==> src/rtl/cpu_pkg.sv <==
// Shared definitions for the 4-stage CPU pipeline control path.
`default_nettype none

package cpu_pkg;

  localparam int REG_ADDR_W = 5;

  // Instruction word loaded into a pipeline register on a bubble or flush.
  localparam logic [31:0] NOP_INSTR = 32'h0000_0000;

  typedef enum logic {
    RUN      = 1'b0,
    MEM_WAIT = 1'b1
  } state_t;

endpackage

`default_nettype wire

==> src/rtl/hazard_control_unit_load_use_detector.sv <==
// Load-use hazard detection: a load in EX_MEM whose result an ID source needs.
`default_nettype none

module load_use_detector
  import cpu_pkg::*;
(
  input  logic [REG_ADDR_W-1:0] ID_rA,
  input  logic [REG_ADDR_W-1:0] ID_rB,
  input  logic                  ID_useA,
  input  logic                  ID_useB,
  input  logic [REG_ADDR_W-1:0] EX_MEM_rD,
  input  logic                  EX_MEM_wrEn,
  input  logic                  EX_MEM_load,
  output logic                  load_use
);

  logic match_a;
  logic match_b;

  assign match_a  = ID_useA & (ID_rA == EX_MEM_rD);
  assign match_b  = ID_useB & (ID_rB == EX_MEM_rD);
  // r0 is hardwired to zero, so a load targeting it never creates a hazard.
  assign load_use = EX_MEM_load & EX_MEM_wrEn & (EX_MEM_rD != '0) & (match_a | match_b);

endmodule

`default_nettype wire

==> src/rtl/hazard_control_unit.sv <==
// Pipeline sequencer: stage enables, bubbles, flushes, memory-wait freeze and
// timeout, plus a saturating stall-cycle counter.
`default_nettype none

module hazard_control_unit
  import cpu_pkg::*;
#(
  parameter int TIMEOUT_CYCLES = 256,
  parameter int CNT_W          = 16
) (
  input  logic                  clk,
  input  logic                  reset,
  input  logic [REG_ADDR_W-1:0] ID_rA,
  input  logic [REG_ADDR_W-1:0] ID_rB,
  input  logic                  ID_useA,
  input  logic                  ID_useB,
  input  logic                  ID_branch_taken,
  input  logic [REG_ADDR_W-1:0] EX_MEM_rD,
  input  logic                  EX_MEM_wrEn,
  input  logic                  EX_MEM_load,
  input  logic                  EX_MEM_memEn,
  input  logic                  mem_ack,
  output logic                  mem_req,
  output logic                  pc_wrEn,
  output logic                  pc_sel_branch,
  output logic                  IF_ID_wrEn,
  output logic                  IF_ID_flush,
  output logic                  ID_EX_MEM_wrEn,
  output logic                  ID_EX_MEM_bubble,
  output logic                  EX_MEM_WB_wrEn,
  output logic                  EX_MEM_WB_bubble,
  output logic                  mem_err,
  output logic [CNT_W-1:0]      stall_cnt
);

  localparam int WAIT_W = $clog2(TIMEOUT_CYCLES + 1);

  state_t              state;
  logic [WAIT_W-1:0]   wait_cnt;
  logic                load_use;
  logic                timeout;
  logic                freeze;

  load_use_detector u_load_use_detector (
    .ID_rA       (ID_rA),
    .ID_rB       (ID_rB),
    .ID_useA     (ID_useA),
    .ID_useB     (ID_useB),
    .EX_MEM_rD   (EX_MEM_rD),
    .EX_MEM_wrEn (EX_MEM_wrEn),
    .EX_MEM_load (EX_MEM_load),
    .load_use    (load_use)
  );

  assign timeout = (state == MEM_WAIT) & ~mem_ack & (wait_cnt == WAIT_W'(TIMEOUT_CYCLES));
  // A timeout releases the freeze exactly like an ack would.
  assign freeze  = (state == RUN)      ? (EX_MEM_memEn & ~mem_ack)
                                       : (~mem_ack & ~timeout);

  always_comb begin
    mem_req          = 1'b0;
    pc_wrEn          = 1'b1;
    pc_sel_branch    = 1'b0;
    IF_ID_wrEn       = 1'b1;
    IF_ID_flush      = 1'b0;
    ID_EX_MEM_wrEn   = 1'b1;
    ID_EX_MEM_bubble = 1'b0;
    EX_MEM_WB_wrEn   = 1'b1;
    EX_MEM_WB_bubble = 1'b0;
    if (reset) begin
      pc_wrEn          = 1'b0;
      IF_ID_wrEn       = 1'b0;
      IF_ID_flush      = 1'b1;
      ID_EX_MEM_wrEn   = 1'b0;
      ID_EX_MEM_bubble = 1'b1;
      EX_MEM_WB_wrEn   = 1'b0;
      EX_MEM_WB_bubble = 1'b1;
    end else begin
      mem_req = EX_MEM_memEn;
      if (freeze) begin
        pc_wrEn          = 1'b0;
        IF_ID_wrEn       = 1'b0;
        ID_EX_MEM_wrEn   = 1'b0;
        EX_MEM_WB_wrEn   = 1'b0;
        EX_MEM_WB_bubble = 1'b1;
      end else if (load_use) begin
        // A branch seen alongside the hazard re-resolves once the load has moved on.
        pc_wrEn          = 1'b0;
        IF_ID_wrEn       = 1'b0;
        ID_EX_MEM_bubble = 1'b1;
      end else if (ID_branch_taken) begin
        pc_sel_branch = 1'b1;
        IF_ID_flush   = 1'b1;
      end
    end
  end

  always_ff @(posedge clk) begin
    if (reset) begin
      state     <= RUN;
      wait_cnt  <= '0;
      mem_err   <= 1'b0;
      stall_cnt <= '0;
    end else begin
      if (!pc_wrEn && (stall_cnt != '1)) begin
        stall_cnt <= stall_cnt + CNT_W'(1);
      end
      case (state)
        RUN: begin
          if (EX_MEM_memEn && !mem_ack) begin
            state    <= MEM_WAIT;
            wait_cnt <= WAIT_W'(1);
          end
        end
        MEM_WAIT: begin
          if (mem_ack) begin
            state    <= RUN;
            wait_cnt <= '0;
          end else if (timeout) begin
            state    <= RUN;
            wait_cnt <= '0;
            mem_err  <= 1'b1;
          end else begin
            wait_cnt <= wait_cnt + WAIT_W'(1);
          end
        end
        default: begin
          state    <= RUN;
          wait_cnt <= '0;
        end
      endcase
    end
  end

endmodule

`default_nettype wire
==> config.mk <==
export PLATFORM = sky130hd
export DESIGN_NAME = hazard_control_unit
export DESIGN_NICKNAME = d
export VERILOG_FILES = /design/src/rtl/cpu_pkg.sv /design/src/rtl/hazard_control_unit_load_use_detector.sv /design/src/rtl/hazard_control_unit.sv
export SDC_FILE = /design/constraint.sdc
export NUM_CORES = 1
export LEC_CHECK = 0
export ABC_AREA = 1
export BUFFER_PORTS_ARGS = -buffer_cell sky130_fd_sc_hd__buf_4
export CAP_MARGIN = 15
export CELL_PAD_IN_SITES_DETAIL_PLACEMENT = 1
export CELL_PAD_IN_SITES_GLOBAL_PLACEMENT = 2
export CORE_MARGIN = 3
export CORE_UTILIZATION = 29
export DETAILED_ROUTE_END_ITERATION = 7
export PLACE_DENSITY = 0.88
export SETUP_SLACK_MARGIN = 0.3
export SLEW_MARGIN = 20
export SYNTH_ARGS = -nofsm -noshare
export SYNTH_HDL_FRONTEND = slang
export SYNTH_HIERARCHICAL = 1
export SYNTH_SLANG_ARGS = --single-unit
==> constraint.sdc <==
create_clock -name clk -period 2.7 [get_ports clk]
set_clock_uncertainty 0.1 [all_clocks]
set_input_delay 0.54 -clock clk [delete_from_list [all_inputs] [get_ports clk]]
set_output_delay 0.54 -clock clk [all_outputs]
set_load 0.02 [all_outputs]
==> flow_summary.yaml <==
detailed_routing:
  final_antenna_net_count: 0
  via_per_inst: 4.755
  routed-via-count: 2021
  drc: 0
  drt-pass1-iter-count: 4
  drt-total-wl_um: 5277
  drt_iter0_drc: 36
  routedWlPerCell_um: 12.42
critical_path:
  cp_common_cell: "nand2_2"
  crit_slowest_cell: "dfxtp_1"
  path_class: "register to primary output"
  required_ps: 2060
  cp-start-kind: "register"
  end_kind: "primary output"
  worstPathMaxFanout: 4
  crit_arrival_ps: 1640
  crit_chain: "inv_1 > ha_1 > nand2_1 > nor2_2 > nand2_2 > nand2_4 > nand2_2 > o31ai_2 > buf_4"
  slowest_delay_ps: 350
status:
  outcome: "finished clean"
sta:
  period_share_pct: 84.33
  rsz0062_at_grt: "yes"
  tns_ps: 0
  finalSetupViolations: 0
  max_freq_ghz: 0.4392
  worst_pin_slew_ps: 314.6
  hold_ws_ps: 393.8
  fin_crit_ps: 2277
  relSlewSlack_pct: 79.03
  hold_violations: 0
  setup_ws_ps: 423.2
  drv_slew: 0
global_routing:
  overflow: 0
  grt_util_met3_pct: 3.232
  busiest_layer: "met2"
  grt_start_max_net_pins: 20
  first_global_vias: 1995
  grt_pass1_wl_um: 9128
  met1_usage_pct: 19.95
  antenna_found_initial: 0
  track_usage_pct: 14.85
  met2_usage_pct: 24.69
clock_network:
  cts-root-buf: "clkbuf_8"
  cts_buffers: 3
  clock_path_buffers: 2
  htree_num_levels: 1
  clk_latency_ps: 280
  cts_hold_buf: 0
  cts_tree: "yes"
  path_clk_slew_ps: 100
  cts_sinks: 27
finish:
  stdcell_count: 425
  stdcell_area_um2: 2411
  mostFrequentLayoutCell: "nand2_1"
  area_growth_pct: 27.70
  fill_cells: 826
  drive_gt1_share_pct: 26.86
  final_core_util_pct: 39.55
  nNetsFinal: 378
  final_cell_mix: "86 x nand2_1, 54 x buf_4, 36 x nor2_1, 35 x inv_1, 31 x nand3_1"
  antennaDiodeCount: 0
die:
  fp.dieW_um: 86.69
  dieHeight_um: 86.69
  core_area_um2: 6096
  die-area_um2: 7515
  pin_count: 50
  start_util_pct: 30.97
  row_count: 28
yosys:
  syn-num-nets: 326
  synth_ff_type: "dfxtp_1"
  yosysTopAreaCellShare_pct: 28.63
  ys_seq_area_share_pct: 28.63
  synth_top_family_by_area: "simple AND/OR/NAND/NOR gates"
  synth_warnings: 6
  yosys.area_share.simple_pct: 44.00
  synth_edf_count: 0
  synth_xor_area_share_pct: 4.175
  ys_ff_latch: 27
  synthMuxAreaShare_pct: 0
  synthCells: 299
  synth_area_leaders: "dfxtp_1 29%, nand2_1 17%, nand3_1 8.2%"
  netlist_area_um2: 1888
  synth-compound-area-share_pct: 9.742
  synthAdderAreaFrac_pct: 1.988
  async_flop_share_pct: 0
  synth.distinct_cells: 32
  avgSynthCellArea_um2: 6.315
  yosysTopAreaCell: "dfxtp_1"
power:
  ir_drop_uv: 206.6
  power.leakage_nw: 1.154
  power.density_nw_per_um2: 344.6
  finalPower_mw: 0.8308
placement:
  post_dp_cell_area_um2: 2310
  portBuffers: 49
  dp_cells: 417
  pre_cts_ws_ps: 384.6
  gp_congestion: 0.7920
  dpl.hpwl_um: 4063
flow_run:
  max_cap_viol_count: 0
worst_hold_path:
  hold_class: "register to register"
## power breakdown
group / switching, mW / internal, mW
registers: 0.00856 / 0.406
clock network: 0.138 / 0.104
logic: 0.103 / 0.0720
## per-layer routing
layer / part of all wire, % / routed length (µm) / up-vias
li1: - / - / 1040
met1: 47 / 2495 / 933
met2: 45 / 2392 / 43
met3: 6.6 / 348 / 5
met4: 0.76 / 40 / 0
met5: 0 / 0 / -
## final timing paths
| path | startpoint | endpoint | slack [ps] | cells after the start |
|---|---|---|---|---|
| setup / recovery | wait_cnt[1] | IF_ID_flush | 420 | 9 |
| setup reg to reg | stall_cnt[0] | stall_cnt[0] | 700 | 8 |
| hold / removal | mem_err | mem_err | 390 | 1 |
| hold reg to reg | mem_err | mem_err | 390 | 1 |
## final cells by class
| type | instances | area (µm²) | area share [%] |
|---|---|---|---|
| sequential | 27 | 544.3 | 22.57 |
| timing repair buffer | 54 | 405.4 | 16.81 |
| multi-input combinational | 220 | 1152 | 47.79 |
| clock buffer | 3 | 41.29 | 1.713 |
| clock inverter | 1 | 5.005 | 0.2076 |
| tap | 75 | 93.84 | 3.892 |
| inverter | 45 | 168.9 | 7.006 |
## state kept, by name, summed over array words and instances (netlist names)
| register | count |
|---|---|
| mem_err | 1 |
| stall_cnt | 16 |
| state | 1 |
| wait_cnt | 9 |
## critical path, delay by kind of cell, from the launching register on
family,cells,cell delay [ps]
compound gates,1,220
fa+ha+maj,1,140
buf+inv,2,240
flops,1,350
simple gates,5,410
## logic make-up after synthesis
group / count (synthesis)
fa+ha+maj: 3
xor+xnor: 9
compound gates: 28
buf+inv: 52
simple gates: 180
flops: 27
## Yosys cell counts, types with 3 or more instances
library cell   n
nand2_1       87
nor2_1        38
inv_1         36
nand3_1       31
dfxtp_1       27
a21oi_1       11
a21oi_2       10
inv_2          8
xor2_1         8
nand4_1        5
nor3_1         5
o21ai_0        4
buf_4          3
ha_1           3
nand2_2        3
## what timing repair did
action                     in CTS  in global routing
gates resized for setup         1                  8
pin swaps                       0                  2
setup endpoints to repair       1                  8
setup buffers                   0                  4
(Power assumes the default switching activity.)
